$ cat src/rtl/snn_pkg.sv
// Shared types and helpers for the tinysnn neuron blocks.
package snn_pkg;

    typedef enum logic {
        INTEGRATE = 1'b0,
        REFRAC    = 1'b1
    } neuron_state_t;

    localparam logic RST_ZERO = 1'b0;
    localparam logic RST_SUB  = 1'b1;

    // Adds two signed values and clamps the result to the signed range of acc_w bits.
    function automatic logic signed [63:0] sat_add(
        input logic signed [63:0] a,
        input logic signed [63:0] b,
        input int                 acc_w
    );
        logic signed [63:0] sum;
        logic signed [63:0] hi;
        logic signed [63:0] lo;
        sum = a + b;
        hi  = (64'sd1 <<< (acc_w - 1)) - 64'sd1;
        lo  = -hi - 64'sd1;
        if (sum > hi) begin
            return hi;
        end else if (sum < lo) begin
            return lo;
        end else begin
            return sum;
        end
    endfunction

endpackage

$ cat src/rtl/snn_syn_sum.sv
// Combinational masked signed sum of N_IN synaptic weights.
module snn_syn_sum #(
    parameter int N_IN  = 4,
    parameter int W_W   = 8,
    parameter int SUM_W = W_W + $clog2(N_IN) + 1
) (
    input  logic [N_IN-1:0]      i_spk,
    input  logic [N_IN*W_W-1:0]  i_weights,
    output logic signed [SUM_W-1:0] o_sum
);

    logic signed [SUM_W-1:0] w_term [N_IN];
    logic signed [SUM_W-1:0] w_acc;

    // Each weight is sign-extended to the full sum width so no partial sum can overflow.
    generate
        for (genvar gi = 0; gi < N_IN; gi++) begin : g_term
            assign w_term[gi] = i_spk[gi]
                ? {{(SUM_W-W_W){i_weights[gi*W_W+W_W-1]}}, i_weights[gi*W_W +: W_W]}
                : '0;
        end
    endgenerate

    always_comb begin
        w_acc = '0;
        for (int i = 0; i < N_IN; i++) begin
            w_acc = w_acc + w_term[i];
        end
    end

    assign o_sum = w_acc;

endmodule

$ cat src/rtl/lif_neuron.sv
// Leaky integrate-and-fire neuron: saturating membrane, threshold, two reset modes,
// refractory window and a saturating spike counter.
module lif_neuron
    import snn_pkg::*;
#(
    parameter int N_IN       = 4,
    parameter int W_W        = 8,
    parameter int ACC_W      = 16,
    parameter int LEAK_SHIFT = 0,
    parameter int REFRAC_CYC = 2,
    parameter int CNT_W      = 8
) (
    input  logic                    i_clk,
    input  logic                    i_rst,
    input  logic                    i_en,
    input  logic [N_IN-1:0]         i_in_spk,
    input  logic [N_IN*W_W-1:0]     i_weights,
    input  logic [ACC_W-2:0]        i_threshold,
    input  logic                    i_reset_mode,
    output logic                    o_spike,
    output logic                    o_refrac_active,
    output logic signed [ACC_W-1:0] o_v_mem,
    output logic [CNT_W-1:0]        o_spike_cnt
);

    localparam int SUM_W = W_W + $clog2(N_IN) + 1;
    localparam int RC_W  = (REFRAC_CYC > 0) ? $clog2(REFRAC_CYC + 1) : 1;

    neuron_state_t           r_state, w_state_next;
    logic signed [ACC_W-1:0] r_v, w_v_next;
    logic                    r_spike, w_spike_next;
    logic [CNT_W-1:0]        r_cnt, w_cnt_next;
    logic [RC_W-1:0]         r_rc, w_rc_next;

    logic signed [SUM_W-1:0] w_syn_sum;
    logic signed [ACC_W-1:0] w_leak;
    logic signed [63:0]      w_sat;
    logic signed [ACC_W-1:0] w_v_int;
    logic signed [ACC_W-1:0] w_thr_ext;
    logic                    w_fire;

    snn_syn_sum #(
        .N_IN (N_IN),
        .W_W  (W_W),
        .SUM_W(SUM_W)
    ) u_syn_sum (
        .i_spk    (i_in_spk),
        .i_weights(i_weights),
        .o_sum    (w_syn_sum)
    );

    always_comb begin
        if (LEAK_SHIFT == 0) begin
            w_leak = '0;
        end else begin
            w_leak = r_v >>> LEAK_SHIFT;
        end
    end

    // Leak and synaptic input are combined at 64 bits and clamped once, so nothing wraps.
    assign w_sat     = sat_add(64'(r_v) - 64'(w_leak), 64'(w_syn_sum), ACC_W);
    assign w_v_int   = w_sat[ACC_W-1:0];
    assign w_thr_ext = {1'b0, i_threshold};
    assign w_fire    = (w_v_int >= w_thr_ext);

    always_comb begin
        w_state_next = r_state;
        w_v_next     = r_v;
        w_spike_next = 1'b0;
        w_cnt_next   = r_cnt;
        w_rc_next    = r_rc;
        if (i_en) begin
            case (r_state)
                INTEGRATE: begin
                    w_v_next = w_v_int;
                    if (w_fire) begin
                        w_spike_next = 1'b1;
                        if (i_reset_mode == RST_ZERO) begin
                            w_v_next = '0;
                        end else begin
                            w_v_next = w_v_int - w_thr_ext;
                        end
                        if (!(&r_cnt)) begin
                            w_cnt_next = r_cnt + 1'b1;
                        end
                        if (REFRAC_CYC > 0) begin
                            w_state_next = REFRAC;
                            w_rc_next    = RC_W'(REFRAC_CYC);
                        end
                    end
                end
                REFRAC: begin
                    // Membrane and inputs are frozen; only the window counter advances.
                    w_rc_next = r_rc - 1'b1;
                    if (r_rc <= RC_W'(1)) begin
                        w_state_next = INTEGRATE;
                    end
                end
                default: begin
                    w_state_next = INTEGRATE;
                end
            endcase
        end
    end

    always_ff @(posedge i_clk) begin
        if (i_rst) begin
            r_state <= INTEGRATE;
            r_v     <= '0;
            r_spike <= 1'b0;
            r_cnt   <= '0;
            r_rc    <= '0;
        end else begin
            r_state <= w_state_next;
            r_v     <= w_v_next;
            r_spike <= w_spike_next;
            r_cnt   <= w_cnt_next;
            r_rc    <= w_rc_next;
        end
    end

    assign o_spike         = r_spike;
    assign o_refrac_active = (r_state == REFRAC);
    assign o_v_mem         = r_v;
    assign o_spike_cnt     = r_cnt;

endmodule

$ cat config.mk
export PLATFORM = sky130hd
export DESIGN_NAME = lif_neuron
export DESIGN_NICKNAME = d
export VERILOG_FILES = /design/src/rtl/snn_pkg.sv /design/src/rtl/snn_syn_sum.sv /design/src/rtl/lif_neuron.sv
export SDC_FILE = /design/constraint.sdc
export NUM_CORES = 1
export LEC_CHECK = 0
export CAP_MARGIN = 20
export CELL_PAD_IN_SITES_DETAIL_PLACEMENT = 1
export CELL_PAD_IN_SITES_GLOBAL_PLACEMENT = 2
export CORE_MARGIN = 2
export CORE_UTILIZATION = 33
export DETAILED_ROUTE_END_ITERATION = 8
export HOLD_SLACK_MARGIN = 0.03
export PLACE_DENSITY_LB_ADDON = 0.1
export RECOVER_POWER = 50
export REMOVE_ABC_BUFFERS = 1
export SYNTH_ARGS = -nofsm -noshare
export SYNTH_HDL_FRONTEND = slang
export SYNTH_HIERARCHICAL = 1
export SYNTH_SLANG_ARGS = --single-unit
$ cat constraint.sdc
create_clock -name i_clk -period 15.05 [get_ports i_clk]
set_clock_uncertainty 0.2 [all_clocks]
set_input_delay 2.2575 -clock i_clk [delete_from_list [all_inputs] [get_ports i_clk]]
set_output_delay 2.2575 -clock i_clk [all_outputs]
set_load 0.02 [all_outputs]
==> results of run 1 <==
final timing paths:
check	from	endpoint	slack, ns	cells past startpoint
worst max-delay path	i_in_spk[2]	o_v_mem[4]	4.46	26
worst min-delay path	o_spike_cnt[6]	o_spike_cnt[6]	0.30	2
worst max register to register	o_v_mem[0]	o_v_mem[4]	9.47	17
worst min register to register	o_spike_cnt[6]	o_spike_cnt[6]	0.30	2
kinds of logic after synthesis:
| kind of cell | Yosys count | share of synthesized area |
|---|---|---|
| and+or+nand+nor | 190 | 0.233 |
| AOI/OAI and AO/OA | 163 | 0.274 |
| buffers and inverters | 78 | 0.0749 |
| adders and majority gates | 71 | 0.234 |
| DFF | 28 | 0.130 |
| xor gates and xnor gates | 24 | 0.0488 |
| muxes | 2 | 0.00464 |
state kept, by name, summed over array words and instances, names as in the netlist:
register	flops
o_v_mem	16
o_spike_cnt	8
r_rc	2
o_refrac_active	1
o_spike	1
per-layer routing:
layer / wire, um / GRT usage / vias to the layer above
met4: 123 / 0.0256 / 0
met2: 6230 / 0.324 / 59
met5: 0 / 0 / -
met1: 6260 / 0.247 / 2082
met3: 352 / 0.0241 / 6
li1: - / - / 2148
cells in the final DEF, fill, tap and decap left out, drive strengths merged, types with 3 or more instances in the layout:
cell	count
nand2	39
nand3	19
a31oi	8
o21a	11
nor2	42
a211oi	9
o31ai	6
dfxtp	28
maj3	9
nor3b	4
ha	43
a2111oi	3
a221oi	7
clkbuf	3
or4	5
nor3	15
a21o	6
inv	63
fa	19
and2	24
o21bai	3
a311oi	5
clkdlybuf4s50	53
nand4	5
dlygate4sd3	27
a21oi	39
nand3b	5
nor2b	13
and3	3
o2111ai	5
o211ai	10
nand2b	4
xor2	7
or3	6
o21ai	34
xnor2	17
cell type report:
class	instances	area, um^2	share of cell area
repair buffers	81	808	0.151
well taps	172	215	0.0402
multi-input cells	450	3430	0.640
clock inverters	1	30.0	0.00561
inverters	63	236	0.0442
clock buffers	3	75.1	0.0140
flip-flops and latches	28	561	0.105
Yosys cell counts, types with 3 or more instances:
cell type,instances
xor2_1,7
ha_1,43
maj3_1,8
buf_6,3
nand3b_1,5
nor2_2,4
nor2b_1,13
a21oi_1,37
o21a_1,11
or3_1,5
nor3_1,13
fa_1,19
inv_1,63
o21bai_1,3
a221oi_1,5
or4_1,5
nand4_1,5
and2_1,24
a211oi_1,9
nand2b_1,4
o21ai_1,7
a21o_1,6
nor2_1,38
xnor2_1,17
o21ai_0,26
and3_1,3
o2111ai_1,4
clkbuf_1,5
buf_2,6
a31oi_1,8
nand2_1,38
o211ai_1,8
nand3_1,19
a311oi_1,4
o31ai_1,5
dfxtp_1,28
nor3b_1,4
worst reg2reg max path, cell delays in order, from the launching register on:
cell      delay (ns)
dfxtp_1         0.37
ha_1            0.20
inv_1           0.06
fa_1            0.40
nand2b_1        0.19
a21oi_2         0.20
o21ba_4         0.25
o21ai_0         0.15
a21oi_1         0.64
o21a_1          0.24
ha_1            0.29
a21oi_1         0.35
a31oi_1         0.15
o21a_1          0.21
o31ai_1         0.75
nor2_2          0.33
a221oi_1        0.37
a211oi_1        0.12
through the flow:
stage	cells	hold WS [ns]
after floorplan	541	0.256
after global placement	794	0.280
after detailed placement	794	0.291
after CTS	798	0.304
after global routing	798	0.336
final	798	0.296
==> impl_metrics.json, run 1 <==
{
  "drt-total-wl_mm": 13.0,
  "synth_cells": 556,
  "tns_ns": 0,
  "initialDrtViolationCount": 179,
  "drtAntennaViolNets": 0,
  "yosysWarningCount": 6,
  "viasPerCell": 5.38,
  "grt_pass1_wl_mm": 21.6,
  "dieArea_mm2": 0.0140,
  "synth.area.top_cells": "dfxtp_1 (13%), ha_1 (12%), fa_1 (8.8%)",
  "ctsHoldBuffers": 0,
  "synthFlopType": "dfxtp_1",
  "drv_slew": 0,
  "syn_area_mm2": 0.00431,
  "cap_viol_max_count": 0,
  "crit_path_end_kind": "flip-flop",
  "grt_overflow": 0,
  "path_clk_slew_ns": 0.08,
  "finalHoldViolCount": 0,
  "grt_usage": 0.185,
  "yosysUniqueCellTypes": 71,
  "h-tree-depth": 1,
  "ys_async_sr_fraction": 0,
  "diodes": 0,
  "detail_route.wl_per_cell_um": 16.2,
  "final_core_util": 0.422,
  "clock_sinks": 28,
  "rsz0062_at_grt": "no",
  "io_buffers": 80,
  "place.gp.congestion": 0.812,
  "clock.fmax_mhz": 94.4,
  "syn_to_final_growth_pct": 24.2,
  "drcViolationCount": 0,
  "layout.nets": 744,
  "dp_slack_ns": 4.36,
  "layout-drive-gt1-share": 0.0479,
  "ctsResizeCount": 0,
  "path_delay_family": "compound AO/OA/AOI/OAI gates",
  "setup_viol": 0,
  "synth-seq-area-share": 0.130,
  "fillers": 1565,
  "fin_ws_ns": 4.46,
  "synth-seq-cells": 28,
  "crit_top_cell": "ha_1",
  "initial_core_util": 0.340,
  "period_share": 0.704,
  "outcome": "completed",
  "die_h_um": 118,
  "dieWidth_um": 118,
  "synth_top_area_share": 0.130,
  "cts_setup_buffers": 0,
  "crit_arrival_ns": 10.54,
  "yosys.area.top_type": "dfxtp_1",
  "setup.worst_path.class": "primary input to flip-flop",
  "first_pass_iters": 4,
  "required_ns": 15.00,
  "synth_edf_count": 0,
  "cp_num_buf_inv": 3,
  "tightest_slew_ns": 0.890,
  "hp-class": "flip-flop to flip-flop",
  "slowest_stage": "o31ai_1",
  "num_rows": 41,
  "clock_latency_ns": 0.27,
  "slew_headroom": 0.402,
  "cts_tree": "yes",
  "final_area_mm2": 0.00535,
  "grt_pass1_vias": 4408,
  "dpl_cell_area_mm2": 0.00525,
  "coreArea_mm2": 0.0127,
  "start_kind": "primary input",
  "vias": 4295,
  "clk_path_buf_depth": 2,
  "layout_min_cycle_time_ns": 10.59,
  "grt_max_degree": 26,
  "antenna_found_initial": 0,
  "hpwl_mm": 10.9,
  "root_buffer": "clkbuf_16",
  "avgSynthCellArea_um2": 7.75,
  "max_stage_delay_ns": 0.75,
  "cts_buffers": 3,
  "io_pins": 81,
  "crit_fanout": 18
}
Power of run 1 is left out: the tool's default activity adds up to more than one toggle a clock period on the data nets, which glitch-free logic cannot reach.
==> inputs of run 2 (changes only) <==
--- a/config.mk
+++ b/config.mk
@@ -9,7 +9,7 @@
 export CELL_PAD_IN_SITES_DETAIL_PLACEMENT = 1
 export CELL_PAD_IN_SITES_GLOBAL_PLACEMENT = 2
 export CORE_MARGIN = 2
-export CORE_UTILIZATION = 33
+export CORE_UTILIZATION = 31
 export DETAILED_ROUTE_END_ITERATION = 8
 export HOLD_SLACK_MARGIN = 0.03
 export PLACE_DENSITY_LB_ADDON = 0.1
==> constraint.sdc (replaced) <==
create_clock -name i_clk -period 10.4 [get_ports i_clk]
set_clock_uncertainty 0.2 [all_clocks]
set_input_delay 1.56 -clock i_clk [delete_from_list [all_inputs] [get_ports i_clk]]
set_output_delay 1.56 -clock i_clk [all_outputs]
set_load 0.02 [all_outputs]
==> impl_metrics.json, run 2 (synthesized netlist as in run 1, its figures left out) <==
{
  "slew_headroom": 0.388,
  "layout_min_cycle_time_ns": 9.69,
  "grt_overflow": 0,
  "io_pins": 81,
  "setup_viol": 0,
  "diodes": 0,
  "cap_viol_max_count": 0,
  "path_clk_slew_ns": 0.07,
  "max_stage_delay_ns": 0.60,
  "tns_ns": 0,
  "initialDrtViolationCount": 153,
  "drv_slew": 0,
  "final_common_cell": "inv_1",
  "place.gp.congestion": 0.818,
  "finalHoldViolCount": 0,
  "vias": 4244,
  "largest_reg_flops": 16,
  "grt_use_met1": 0.242,
  "dp_slack_ns": 0.138,
  "drtAntennaViolNets": 0,
  "outcome": "completed",
  "clock_latency_ns": 0.28,
  "grt_usage": 0.182,
  "ctsHoldBuffers": 0,
  "coreArea_mm2": 0.0137,
  "viasPerCell": 5.26,
  "crit_fanout": 13,
  "fin_ws_ns": 0.706,
  "use_met3": 0.0159,
  "layout-drive-gt1-share": 0.0510,
  "tightest_slew_ns": 0.917,
  "cts_setup_buffers": 0,
  "grtUsageMet2": 0.318,
  "io_buffers": 80,
  "hpwl_mm": 11.1,
  "busiest_layer": "met2",
  "first_pass_iters": 5,
  "drt-total-wl_mm": 13.3,
  "die_h_um": 122,
  "clock_sinks": 28,
  "root_buffer": "clkbuf_16",
  "start_kind": "primary input",
  "clk_path_buf_depth": 2,
  "dieArea_mm2": 0.0149,
  "antenna_found_initial": 0,
  "detail_route.wl_per_cell_um": 16.5,
  "grt_max_degree": 26,
  "period_share": 0.932,
  "crit_arrival_ns": 9.65,
  "grt_pass1_wl_mm": 22.0,
  "rsz0062_at_grt": "no",
  "syn_to_final_growth_pct": 24.7,
  "hp-class": "flip-flop to flip-flop",
  "h-tree-depth": 1,
  "cts_tree": "yes",
  "required_ns": 10.35,
  "drcViolationCount": 0,
  "setup.worst_path.class": "primary input to flip-flop",
  "initial_core_util": 0.314,
  "layout.nets": 745,
  "dieWidth_um": 122,
  "crit_path_end_kind": "flip-flop",
  "most-common-layout-cells": "inv_1 (63), clkdlybuf4s50_1 (54), ha_1 (43), nor2_1 (38), nand2_1 (38)",
  "num_rows": 43,
  "grt_pass1_vias": 4353,
  "slowest_stage": "fa_1",
  "cts_buffers": 3,
  "clock.fmax_mhz": 103
}
-- run 2: cell types whose count changed in the layout (fill, tap and decap cells not counted) --
cell	delta
dlygate4sd3_1	-1
buf_4	+1
o31ai_1	-1
clkdlybuf4s50_1	+1
o31ai_2	+1
-- run 2: through the flow --
| stage | hold WS, ns | area [um^2] | util | std cells |
|---|---|---|---|---|
| 6_report | 0.307 | 5380 | 0.392 | 807 |
| 5_1_grt | 0.337 | 5380 | 0.392 | 807 |
| 4_1_cts | 0.317 | 5370 | 0.391 | 807 |
| 3_5_place_dp | 0.301 | 5270 | 0.384 | 803 |
| 3_3_place_gp | 0.279 | 5270 | 0.384 | 803 |
| 2_1_floorplan | 0.256 | 4220 | - | 541 |
-- run 2: critical path: cells and delay by family --
family,cells,cell delay (ns)
AOI/OAI and AO/OA,16,4.20
adders and majority gates,6,2.48
and+or+nand+nor,3,0.68
buffers and inverters,4,0.70
-- run 2: final cells by class --
cell class	instances	area [um^2]
flip-flops and latches	28	561
repair buffers	82	816
clock inverters	1	30.0
well taps	180	225
inverters	63	236
multi-input cells	450	3430
fillers	1666	8340
clock buffers	3	75.1
-- run 2: what timing repair did --
action,in CTS,in global routing
setup endpoints to repair,0,4
resized for setup,0,1
hold endpoints to repair,0,0
-- run 2: final timing paths --
check / startpoint / endpoint / slack (ns) / cells past startpoint
hold / removal: o_v_mem[2] / o_v_mem[2] / 0.31 / 2
setup reg to reg: o_v_mem[0] / o_v_mem[7] / 5.03 / 17
setup / recovery: i_in_spk[3] / o_v_mem[7] / 0.71 / 29
hold reg to reg: o_v_mem[2] / o_v_mem[2] / 0.31 / 2
-- run 2: metal layers --
layer  vias to the layer above  routed length (um)
met5                         -                   0
met4                         0                 214
met2                        77                6300
met1                      2001                6300
met3                        13                 483
li1                       2153                   -
Power of run 2 is left out for the same reason.
==> inputs of run 3 (changes only) <==
--- a/config.mk
+++ b/config.mk
@@ -5,11 +5,12 @@
 export SDC_FILE = /design/constraint.sdc
 export NUM_CORES = 1
 export LEC_CHECK = 0
+export ABC_AREA = 1
 export CAP_MARGIN = 20
 export CELL_PAD_IN_SITES_DETAIL_PLACEMENT = 1
 export CELL_PAD_IN_SITES_GLOBAL_PLACEMENT = 2
 export CORE_MARGIN = 2
-export CORE_UTILIZATION = 31
+export CORE_UTILIZATION = 28
 export DETAILED_ROUTE_END_ITERATION = 8
 export HOLD_SLACK_MARGIN = 0.03
 export PLACE_DENSITY_LB_ADDON = 0.1
==> impl_metrics.json, run 3 <==
{
  "outcome": "completed",
  "synth-seq-area-share": 0.124,
  "clock.fmax_mhz": 117,
  "cts_buffers": 3,
  "antenna_found_initial": 0,
  "cap_viol_max_count": 0,
  "place_inst": 1027,
  "ff2ff_setup_slack_ns": 5.59,
  "synth-xor-area-share": 0.0564,
  "synth_cells": 745,
  "r2r_cells": 28,
  "first_pass_iters": 4,
  "grt_max_degree": 34,
  "syn_area_mm2": 0.00450,
  "dpl_cell_area_mm2": 0.00549,
  "drcViolationCount": 0,
  "synth_edf_count": 0,
  "synthFlopType": "dfxtp_1",
  "hp-class": "flip-flop to flip-flop",
  "drv_slew": 0,
  "max_stage_delay_ns": 0.58,
  "detail_route.wl_per_cell_um": 13.6,
  "yosysUniqueCellTypes": 37,
  "vias": 4668,
  "slowest_stage": "nand2_1",
  "die_h_um": 131,
  "cts_tree": "yes",
  "setup.worst_path.class": "primary input to flip-flop",
  "layout-drive-gt1-share": 0.0540,
  "syn_to_final_growth_pct": 24.0,
  "final_common_cell": "nand2_1",
  "ys_async_sr_fraction": 0,
  "setup_viol": 0,
  "synth_top_family_by_area": "simple AND/OR/NAND/NOR gates",
  "rsz0062_at_grt": "no",
  "holdPathStages": 2,
  "layout.nets": 933,
  "grt_overflow": 0,
  "synth-seq-cells": 28,
  "clock_latency_ns": 0.28,
  "clk_path_buf_depth": 2,
  "synth_compound_area_frac": 0.115,
  "clock_sinks": 28,
  "io_pins": 81,
  "tns_ns": 0,
  "drtAntennaViolNets": 0,
  "yosysWarningCount": 6,
  "ctsHoldBuffers": 0,
  "coreArea_mm2": 0.0158,
  "yosys.area.top_type": "nand2_1",
  "hpwl_mm": 12.2,
  "period_share": 0.824,
  "layout_min_cycle_time_ns": 8.57,
  "grt_pass1_wl_mm": 23.3,
  "dieWidth_um": 131,
  "synthTopCellsByCount": "nand2_1 (251), inv_1 (133), nor2_1 (53), a21oi_1 (46), ha_1 (43)",
  "largest_reg_flops": 16,
  "start_kind": "primary input",
  "final_core_util": 0.353,
  "yosys-mux-area-fraction": 0,
  "synth.area.top_cells": "nand2_1 (21%), dfxtp_1 (12%), ha_1 (12%)",
  "tightest_slew_ns": 0.692,
  "dieArea_mm2": 0.0171,
  "final_cells": 1031,
  "root_buffer": "clkbuf_16",
  "crit_path_end_kind": "flip-flop",
  "crit_fanout": 19,
  "required_ns": 10.37,
  "regArea_um2": 561,
  "slew_headroom": 0.538,
  "num_rows": 46,
  "synth-simple-area-share": 0.362,
  "cts_setup_buffers": 0,
  "grt_pass1_vias": 4765,
  "synth_top_area_share": 0.209,
  "multi_input_area_mm2": 0.00331,
  "most-common-layout-cells": "nand2_1 (252), inv_1 (133), clkdlybuf4s50_1 (54), nor2_1 (52), a21oi_1 (46)",
  "initialDrtViolationCount": 142,
  "crit_arrival_ns": 8.54,
  "io_buffers": 80,
  "synth.most_common_cell": "nand2_1",
  "ctsResizeCount": 0,
  "viasPerCell": 4.53,
  "path_clk_slew_ns": 0.07,
  "final_area_mm2": 0.00558,
  "avgSynthCellArea_um2": 6.04,
  "crit_top_cell": "nand2_1",
  "diodes": 0,
  "initial_core_util": 0.285,
  "drt-total-wl_mm": 14.0,
  "synth-adder-area-share": 0.204,
  "h-tree-depth": 1,
  "place.gp.congestion": 0.839,
  "grt_usage": 0.170,
  "finalHoldViolCount": 0,
  "fillers": 2072
}
[run 3: logic make-up (layout without fill, tap and decap cells)]
| kind of cell | Yosys count | after routing |
|---|---|---|
| buffers and inverters | 156 | 226 |
| flip-flops | 28 | 28 |
| adder cells (fa/ha/maj) | 62 | 62 |
| AO/OA/AOI/OAI | 88 | 88 |
| AND/OR/NAND/NOR | 382 | 382 |
| XOR/XNOR | 29 | 29 |
[run 3: critical path, delay by kind of cell]
| kind | cells | cell delay, ns |
|---|---|---|
| AND/OR/NAND/NOR | 20 | 2.71 |
| AO/OA/AOI/OAI | 4 | 0.63 |
| buffers and inverters | 8 | 1.06 |
| adder cells (fa/ha/maj) | 7 | 2.57 |
[run 3: cell type report]
cell class	count	area share
Multi-Input combinational cell	561	0.592
Timing Repair Buffer	81	0.145
Sequential cell	28	0.100
Inverter	141	0.0952
Tap cell	216	0.0484
Clock buffer	3	0.0134
Clock inverter	1	0.00538
[run 3: layer usage]
metal	up-vias	GRT usage	wire length [um]
li1	2442	-	-
met5	-	0	0
met4	0	0.0194	78
met1	2153	0.219	6330
met3	7	0.0289	627
met2	66	0.308	6980
[run 3: stage by stage]
| stage | hold slack [ns] | setup WS (ns) |
|---|---|---|
| after floorplan | 0.240 | 3.40 |
| after global placement | 0.253 | 1.73 |
| after detailed placement | 0.276 | 1.60 |
| after CTS | 0.294 | 1.90 |
| after global routing | 0.335 | 1.10 |
| final | 0.292 | 1.83 |
[run 3: worst paths after layout]
kind / from / end
setup / recovery: i_in_spk[3] / o_v_mem[9]
hold / removal: r_rc[1] / r_rc[1]
setup reg to reg: o_v_mem[0] / o_v_mem[9]
hold reg to reg: r_rc[1] / r_rc[1]
Power of run 3 is left out for the same reason.
